<file path="src/rtl/aead_stream_sequencer_if.sv">
// Word stream bundle between the memory datapath and the AEAD sequencer: input words in, processed words out.
// Latency: none, wires only; WORD_W must match the sequencer's WORD_W.
// Backpressure: s_ready gates the input side, m_ready gates the output side (valid/ready on both).
interface aead_stream_sequencer_if #(
    parameter int WORD_W = 64
);
    // Input side: words headed into the core, s_last marks the final word of a message.
    logic              s_valid;
    logic              s_ready;
    logic [WORD_W-1:0] s_data;
    logic              s_last;

    // Output side: processed words in input order, m_last marks the final word of a message.
    logic              m_valid;
    logic              m_ready;
    logic [WORD_W-1:0] m_data;
    logic              m_last;

    // master: the datapath that produces input words and consumes output words.
    modport master (
        output s_valid, s_data, s_last, m_ready,
        input  s_ready, m_valid, m_data, m_last
    );

    // slave: the sequencer.
    modport slave (
        input  s_valid, s_data, s_last, m_ready,
        output s_ready, m_valid, m_data, m_last
    );
endinterface

</file>
<file path="src/rtl/aead_stream_sequencer.sv">
// Streaming front-end for chacha20_poly1305_core: packs words into 512-bit blocks, runs init/next/done, unpacks results.
// Latency: WPB fill cycles + 1 issue cycle + core latency + 1 capture cycle to the first m_valid of a full block.
// Backpressure: single-buffered; s_ready only in FILL, m_valid words held until m_ready, core waits bounded by TIMEOUT.
//
// Ports:
//   clk, reset_n            clock, synchronous active-low reset
//   start, encdec           open a message (only while idle), mode latched at start
//   strm (slave modport)    s_valid/s_ready/s_data/s_last in, m_valid/m_ready/m_data/m_last out
//   core_*                  init/next/done pulses, encdec, packed block out; ready/valid/tag_ok, result, tag in
//   tag_valid, tag_out      one-cycle tag strobe and the captured tag
//   busy, err, blk_count    status: busy from start to tag, err 01=timeout 10=overflow, blocks issued
// Build option: define AEAD_SEQ_PERF_EN to add perf_cycles (start-to-tag cycle count, saturating).
module aead_stream_sequencer #(
    parameter int WORD_W     = 64,
    parameter int MAX_BLOCKS = 1024,
    parameter int TIMEOUT    = 4096
) (
    input  logic                               clk,
    input  logic                               reset_n,
    input  logic                               start,
    input  logic                               encdec,
    aead_stream_sequencer_if.slave             strm,
    output logic                               core_init,
    output logic                               core_next,
    output logic                               core_done,
    output logic                               core_encdec,
    output logic [511:0]                       core_data_in,
    input  logic                               core_ready,
    input  logic                               core_valid,
    input  logic                               core_tag_ok,
    input  logic [511:0]                       core_data_out,
    input  logic [127:0]                       core_tag,
    output logic                               tag_valid,
    output logic [127:0]                       tag_out,
    output logic                               busy,
    output logic [1:0]                         err,
    output logic [$clog2(MAX_BLOCKS+1)-1:0]    blk_count
`ifdef AEAD_SEQ_PERF_EN
    ,
    output logic [31:0]                        perf_cycles
`endif
);

    localparam int WPB  = 512 / WORD_W;          // words per block
    localparam int WIDX = $clog2(WPB);           // word index width
    localparam int BCW  = $clog2(MAX_BLOCKS + 1);
    localparam int TCW  = $clog2(TIMEOUT + 1);

    localparam logic [WIDX-1:0] LAST_SLOT = WIDX'(WPB - 1);

    localparam logic [2:0] ST_IDLE   = 3'd0;
    localparam logic [2:0] ST_INIT   = 3'd1;
    localparam logic [2:0] ST_FILL   = 3'd2;
    localparam logic [2:0] ST_ISSUE  = 3'd3;
    localparam logic [2:0] ST_WAIT_V = 3'd4;
    localparam logic [2:0] ST_DRAIN  = 3'd5;
    localparam logic [2:0] ST_FIN    = 3'd6;
    localparam logic [2:0] ST_WAIT_T = 3'd7;

    logic [2:0]                    state;
    logic [2:0]                    state_nxt;

    // Word slot 0 is the most significant word of the block, so the packed
    // array index of word w is LAST_SLOT - w.
    logic [WPB-1:0][WORD_W-1:0]    fill_buf;
    logic [WPB-1:0][WORD_W-1:0]    out_buf;

    logic [WIDX-1:0]               wr_idx;     // next word slot to fill
    logic [WIDX-1:0]               rd_idx;     // next word slot to emit
    logic [WIDX-1:0]               last_idx;   // index of the final valid word of this block
    logic                          last_blk;   // this block carries the message's final word
    logic [TCW-1:0]                tcnt;       // cycles spent in the current waiting state

    logic start_acc;
    logic s_fire;
    logic m_fire;
    logic fill_done;
    logic drain_done;
    logic timed;
    logic tmo_hit;
    logic at_max;
    logic set_tmo;
    logic set_ovf;

    // ------------------------------------------------------------------
    // Handshake and status decode
    // ------------------------------------------------------------------
    // busy stays high through the tag_valid cycle so a start that lands
    // on the tag strobe is ignored rather than opening a new message.
    assign busy       = (state != ST_IDLE) || tag_valid;
    assign start_acc  = start && (state == ST_IDLE) && !tag_valid;

    assign strm.s_ready = (state == ST_FILL);
    assign s_fire       = strm.s_valid && strm.s_ready;
    assign fill_done    = s_fire && ((wr_idx == LAST_SLOT) || strm.s_last);

    assign strm.m_valid = (state == ST_DRAIN);
    assign strm.m_data  = out_buf[LAST_SLOT - rd_idx];
    assign strm.m_last  = strm.m_valid && last_blk && (rd_idx == last_idx);
    assign m_fire       = strm.m_valid && strm.m_ready;
    assign drain_done   = m_fire && (rd_idx == last_idx);

    assign core_data_in = fill_buf;

    // Only the states that wait on the core are bounded by TIMEOUT.
    assign timed   = (state == ST_INIT) || (state == ST_ISSUE) ||
                     (state == ST_WAIT_V) || (state == ST_WAIT_T);
    assign tmo_hit = timed && (tcnt == TCW'(TIMEOUT - 1));
    assign at_max  = (blk_count == BCW'(MAX_BLOCKS));

    // ------------------------------------------------------------------
    // Next-state logic
    // ------------------------------------------------------------------
    always_comb begin
        state_nxt = state;
        set_tmo   = 1'b0;
        set_ovf   = 1'b0;
        case (state)
            ST_IDLE: begin
                if (start_acc) state_nxt = ST_INIT;
            end
            ST_INIT: begin
                if (core_ready) begin
                    state_nxt = ST_FILL;
                end else if (tmo_hit) begin
                    state_nxt = ST_IDLE;
                    set_tmo   = 1'b1;
                end
            end
            ST_FILL: begin
                if (fill_done) state_nxt = ST_ISSUE;
            end
            ST_ISSUE: begin
                // Overflow is decided before waiting on the core: the
                // block that would exceed MAX_BLOCKS is never issued.
                if (at_max) begin
                    state_nxt = ST_IDLE;
                    set_ovf   = 1'b1;
                end else if (core_ready) begin
                    state_nxt = ST_WAIT_V;
                end else if (tmo_hit) begin
                    state_nxt = ST_IDLE;
                    set_tmo   = 1'b1;
                end
            end
            ST_WAIT_V: begin
                if (core_valid) begin
                    state_nxt = ST_DRAIN;
                end else if (tmo_hit) begin
                    state_nxt = ST_IDLE;
                    set_tmo   = 1'b1;
                end
            end
            ST_DRAIN: begin
                if (drain_done) state_nxt = last_blk ? ST_FIN : ST_FILL;
            end
            ST_FIN: begin
                state_nxt = ST_WAIT_T;
            end
            ST_WAIT_T: begin
                if (core_tag_ok) begin
                    state_nxt = ST_IDLE;
                end else if (tmo_hit) begin
                    state_nxt = ST_IDLE;
                    set_tmo   = 1'b1;
                end
            end
            default: state_nxt = ST_IDLE;
        endcase
    end

    // ------------------------------------------------------------------
    // State, buffers and core pulses
    // ------------------------------------------------------------------
    always_ff @(posedge clk) begin
        if (!reset_n) begin
            state       <= ST_IDLE;
            fill_buf    <= '0;
            out_buf     <= '0;
            wr_idx      <= '0;
            rd_idx      <= '0;
            last_idx    <= '0;
            last_blk    <= 1'b0;
            tcnt        <= '0;
            core_init   <= 1'b0;
            core_next   <= 1'b0;
            core_done   <= 1'b0;
            core_encdec <= 1'b0;
            tag_valid   <= 1'b0;
            tag_out     <= '0;
            err         <= 2'b00;
            blk_count   <= '0;
        end else begin
            core_init <= 1'b0;
            core_next <= 1'b0;
            core_done <= 1'b0;
            tag_valid <= 1'b0;
            state     <= state_nxt;

            // Timeout counter restarts on every state change.
            tcnt <= (timed && (state_nxt == state)) ? tcnt + 1'b1 : '0;

            case (state)
                ST_IDLE: begin
                    if (start_acc) begin
                        core_encdec <= encdec;
                        err         <= 2'b00;
                        blk_count   <= '0;
                    end
                end
                ST_INIT: begin
                    if (core_ready) begin
                        core_init <= 1'b1;
                        fill_buf  <= '0;
                        wr_idx    <= '0;
                    end
                end
                ST_FILL: begin
                    if (s_fire) begin
                        fill_buf[LAST_SLOT - wr_idx] <= strm.s_data;
                        wr_idx <= wr_idx + 1'b1;
                        if (fill_done) begin
                            last_idx <= wr_idx;
                            last_blk <= strm.s_last;
                        end
                    end
                end
                ST_ISSUE: begin
                    if (!at_max && core_ready) begin
                        core_next <= 1'b1;
                        blk_count <= blk_count + 1'b1;
                    end
                end
                ST_WAIT_V: begin
                    if (core_valid) begin
                        out_buf <= core_data_out;
                        rd_idx  <= '0;
                    end
                end
                ST_DRAIN: begin
                    if (m_fire) begin
                        rd_idx <= rd_idx + 1'b1;
                        // Clearing here gives the next block its zero padding.
                        if (drain_done && !last_blk) begin
                            fill_buf <= '0;
                            wr_idx   <= '0;
                        end
                    end
                end
                ST_FIN: begin
                    core_done <= 1'b1;
                end
                ST_WAIT_T: begin
                    if (core_tag_ok) begin
                        tag_out   <= core_tag;
                        tag_valid <= 1'b1;
                    end
                end
                default: ;
            endcase

            if (set_tmo) err <= 2'b01;
            if (set_ovf) err <= 2'b10;
        end
    end

`ifdef AEAD_SEQ_PERF_EN
    // Counts every cycle the message is in flight; the value holds once the
    // sequencer is back in IDLE so software can read it after tag_valid.
    always_ff @(posedge clk) begin
        if (!reset_n) begin
            perf_cycles <= '0;
        end else if (start_acc) begin
            perf_cycles <= '0;
        end else if ((state != ST_IDLE) && (perf_cycles != 32'hFFFF_FFFF)) begin
            perf_cycles <= perf_cycles + 32'd1;
        end
    end
`endif

endmodule

</file>
<file path="src/flat_wrapper.sv">
// flat-port wrapper written by rule: the top's interface ports become plain ports
module aead_stream_sequencer_flat 
#(
    parameter int WORD_W     = 64,
    parameter int MAX_BLOCKS = 1024,
    parameter int TIMEOUT    = 4096
)
  (clk, reset_n, start, encdec, core_init, core_next, core_done, core_encdec, core_data_in, core_ready, core_valid, core_tag_ok, core_data_out, core_tag, tag_valid, tag_out, busy, err, blk_count, strm_s_valid, strm_s_data, strm_s_last, strm_m_ready, strm_s_ready, strm_m_valid, strm_m_data, strm_m_last);
  aead_stream_sequencer_if #(.WORD_W(WORD_W)) strm_i ();
  input  logic clk;
  input  logic reset_n;
  input  logic start;
  input  logic encdec;
  output logic core_init;
  output logic core_next;
  output logic core_done;
  output logic core_encdec;
  output logic [511:0] core_data_in;
  input  logic core_ready;
  input  logic core_valid;
  input  logic core_tag_ok;
  input  logic [511:0] core_data_out;
  input  logic [127:0] core_tag;
  output logic tag_valid;
  output logic [127:0] tag_out;
  output logic busy;
  output logic [1:0] err;
  output logic [$clog2(MAX_BLOCKS+1)-1:0] blk_count;
  input wire logic [$bits(strm_i.s_valid)-1:0] strm_s_valid;
  input wire logic [$bits(strm_i.s_data)-1:0] strm_s_data;
  input wire logic [$bits(strm_i.s_last)-1:0] strm_s_last;
  input wire logic [$bits(strm_i.m_ready)-1:0] strm_m_ready;
  output wire logic [$bits(strm_i.s_ready)-1:0] strm_s_ready;
  output wire logic [$bits(strm_i.m_valid)-1:0] strm_m_valid;
  output wire logic [$bits(strm_i.m_data)-1:0] strm_m_data;
  output wire logic [$bits(strm_i.m_last)-1:0] strm_m_last;
  assign strm_i.s_valid = strm_s_valid;
  assign strm_i.s_data = strm_s_data;
  assign strm_i.s_last = strm_s_last;
  assign strm_i.m_ready = strm_m_ready;
  assign strm_s_ready = strm_i.s_ready;
  assign strm_m_valid = strm_i.m_valid;
  assign strm_m_data = strm_i.m_data;
  assign strm_m_last = strm_i.m_last;
  aead_stream_sequencer #(.WORD_W(WORD_W), .MAX_BLOCKS(MAX_BLOCKS), .TIMEOUT(TIMEOUT)) u_core (.clk(clk), .reset_n(reset_n), .start(start), .encdec(encdec), .strm(strm_i), .core_init(core_init), .core_next(core_next), .core_done(core_done), .core_encdec(core_encdec), .core_data_in(core_data_in), .core_ready(core_ready), .core_valid(core_valid), .core_tag_ok(core_tag_ok), .core_data_out(core_data_out), .core_tag(core_tag), .tag_valid(tag_valid), .tag_out(tag_out), .busy(busy), .err(err), .blk_count(blk_count));
endmodule
</file>
<file path="config.mk">
export PLATFORM = sky130hd
export DESIGN_NAME = aead_stream_sequencer_flat
export DESIGN_NICKNAME = d
export VERILOG_FILES = /design/src/rtl/aead_stream_sequencer_if.sv /design/src/rtl/aead_stream_sequencer.sv /design/src/flat_wrapper.sv
export SDC_FILE = /design/constraint.sdc
export NUM_CORES = 2
export LEC_CHECK = 0
export CORE_AREA = 2 2 557 559
export CTS_BUF_LIST = sky130_fd_sc_hd__clkbuf_8
export CTS_CLUSTER_DIAMETER = 40
export DETAILED_ROUTE_END_ITERATION = 7
export DIE_AREA = 0 0 559 561
export PLACE_DENSITY = 0.34
export RECOVER_POWER = 100
export SYNTH_ARGS = -nofsm -noshare
export SYNTH_HDL_FRONTEND = slang
export SYNTH_SLANG_ARGS = --single-unit
</file>
<file path="constraint.sdc">
create_clock -name clk -period 5.7 [get_ports clk]
set_input_delay 1.14 -clock clk [delete_from_list [all_inputs] [get_ports clk]]
set_output_delay 1.14 -clock clk [all_outputs]
set_load 0.03 [all_outputs]
</file>
==> flow_summary.json <==
{
  "outcome": "complete, but fails checks",
  "violations": "capacitance limit, slew limit",
  "post_cts_resized": 0,
  "p_leak_uw": 0.0259,
  "ir_worst_vdd_mv": 0.207,
  "stdcell_count": 10300,
  "grt_max_degree": 182,
  "finalPower_uw": 20800,
  "maxSlewViolCount": 1036,
  "die_h_um": 561,
  "rsz0062_at_grt": "false",
  "ys_async_sr_fraction_pct": 0,
  "vias": 40800,
  "min_period_ps": 5120,
  "path_max_fanout": 51,
  "syn_to_final_growth_pct": 56.1,
  "gp_congestion": 0.882,
  "htree_levels": 5,
  "synth_edf_count": 0,
  "ios": 1440,
  "cts_root_buffer": "clkbuf_8",
  "remaining_drc_errors": 0,
  "fmax_mhz": 195,
  "crit_buf_inv": 4,
  "hpwl_mm": 203,
  "drive_gt1_share_pct": 12.3,
  "start_util_pct": 14.4,
  "setup_viol": 0,
  "syn_nets": 5301,
  "core-area_um2": 308000,
  "synth_cell_types": 64,
  "synthTopCellsByCount": "nand2_1, dfxtp_1, a21oi_1",
  "synthesis.instances": 4581,
  "grt_pass1_vias": 41100,
  "io_buffers": 1439,
  "placedCellCount": 9786,
  "cts_tree": "built",
  "period_share_pct": 89.9,
  "cts_setup_buffers": 0,
  "ys_warn_count": 0,
  "maxCapViolCount": 14,
  "cp.required_ps": 6600,
  "synth_ff_type": "dfxtp_1",
  "hp-class": "reg2reg",
  "track_usage_pct": 16.3,
  "dieArea_um2": 314000,
  "crit_family": "buffers and inverters",
  "synth_largest_area_cell": "dfxtp_1",
  "ctsHoldBuffers": 0,
  "clk_pin_slew_ps": 50,
  "grt.overflow.total": 0,
  "cellPowerDensity_nw_per_um2": 301,
  "synth_area_um2": 44200,
  "synth_top_area_share_pct": 54.1,
  "grt_pass1_wl_mm": 357,
  "synthTopCellsByArea": "dfxtp_1, nand2_1, a22o_1",
  "drt_iter0_drc": 2642,
  "ys_ff_latch": 1196,
  "tns_ps": 0,
  "die_w_um": 559,
  "crit_slowest_cell": "clkinvlp_4",
  "crit_path_frequent_cell": "clkbuf_1",
  "synth.most_common_cell": "nand2_1",
  "firstDrtPassIters": 5,
  "final_net_count": 6686,
  "wire_per_inst_um": 25.8,
  "vias_per_cell": 3.95,
  "cts.sink_count": 1196,
  "ys_seq_area_share_pct": 54.1,
  "crit_type": "in2reg",
  "start_kind": "primary input",
  "end_kind": "flop",
  "cts-buffers-inserted": 298,
  "relSlewSlack_pct": -97.9,
  "num_rows": 204,
  "cp_cell_sequence": "clkbuf_1 > clkinvlp_4 > a21oi_4 > clkbuf_1 > clkbuf_4 > a22o_1",
  "cts_max_path_buffers": 4,
  "antenna_found_initial": 119,
  "wl_mm": 267,
  "finClkSkew_ps": 99.9,
  "cp.arrival_ps": 6020,
  "final-hold-violation-count": 0,
  "syn_area_per_cell_um2": 9.65,
  "clock_latency_ps": 1010,
  "worstMarginPinSlew_ps": 2970,
  "cp_slowest_stage_delay_ps": 1290,
  "drtAntennaViolNets": 0
}
[cell families (layout without fill, tap and decap cells)]
group | count (synthesis) | after routing | share of synthesized area [%]
AOI/OAI and AO/OA | 1204 | 1204 | 18.3
DFF | 1196 | 1196 | 54.1
adders and majority gates | 6 | 6 | 0.170
buffers and inverters | 453 | 2056 | 4.65
muxes | 198 | 198 | 8.29
and+or+nand+nor | 1497 | 1497 | 13.9
xor gates and xnor gates | 27 | 27 | 0.552
other | 0 | 31 | 0
[cells in the final DEF (no fill, tap or decap), types with 31 or more instances in the layout]
master and instances:
inv_1 82, mux4_2 128, nor2_1 35, buf_4 44, and2_1 64, clkdlybuf4s50_1 720
a21oi_1 653, nand2_1 1301, dfxtp_1 1193, clkbuf_8 357, diode_2 31, clkinv_2 44
dlygate4sd3_1 718, a22o_1 505, mux2_2 64
[tightest hold or removal path: stages, from the launching register on]
cell and delay (ps):
dfxtp_1 300, nand2_1 50, a21oi_1 50
[layout make-up]
type                            count  area [µm²]
Tap cell                         4120        5150
Antenna cell                       31        77.6
Inverter                           15        60.1
Fill cell                       33600      239000
Clock inverter                    161        1400
Timing Repair Buffer             1523       15300
Multi-Input combinational cell   2932       18200
Clock buffer                      357        4910
Sequential cell                  1196       24000
[worst paths after layout]
kind / startpoint / to / slack (ps) / cells past startpoint
setup / recovery: reset_n / u_core.core_data_in[442] / 580 / 6
hold / removal: u_core.tag_out[24] / u_core.tag_out[24] / 450 / 2
setup reg to reg: u_core.state[0] / u_core.out_buf[297] / 780 / 6
hold reg to reg: u_core.tag_out[24] / u_core.tag_out[24] / 450 / 2
[flip-flops by register name, indices dropped and copies added (netlist names), 2 cells and up]
name,count
u_core.wr_idx,3
u_core.err,2
u_core.rd_idx,3
u_core.last_idx,3
u_core.state,3
u_core.tcnt,13
u_core.out_buf,512
u_core.core_data_in,512
u_core.tag_out,128
u_core.blk_count,11
[routing by layer]
layer / part of all wire (%) / vias up / routed length (µm) / global-route usage, %
li1: - / 18800 / - / -
met1: 38 / 19700 / 102000 / 17.9
met2: 49 / 1655 / 130000 / 27.9
met3: 9.0 / 488 / 24000 / 6.38
met4: 3.8 / 92 / 10200 / 6.41
met5: 0.22 / - / 595 / 0
[metrics by stage]
| stage | instance area [µm²] | hold WS (ps) | setup WS (ps) | utilization, % |
|---|---|---|---|---|
| 6_report | 69100 | 448 | 577 | 22.5 |
| 5_1_grt | 69000 | 463 | 280 | 22.4 |
| 4_1_cts | 69200 | 423 | 503 | 22.5 |
| 3_5_place_dp | 62800 | 445 | 1210 | 20.4 |
| 3_3_place_gp | 62800 | 440 | 1250 | 20.4 |
| 2_1_floorplan | 44200 | 433 | 2640 | - |
[where the power goes]
| part | switching, µW | internal [µW] |
|---|---|---|
| clock | 4690 | 6510 |
| sequential | 20.7 | 8390 |
| combinational | 619 | 523 |
Power figures use the tool's default switching activity.
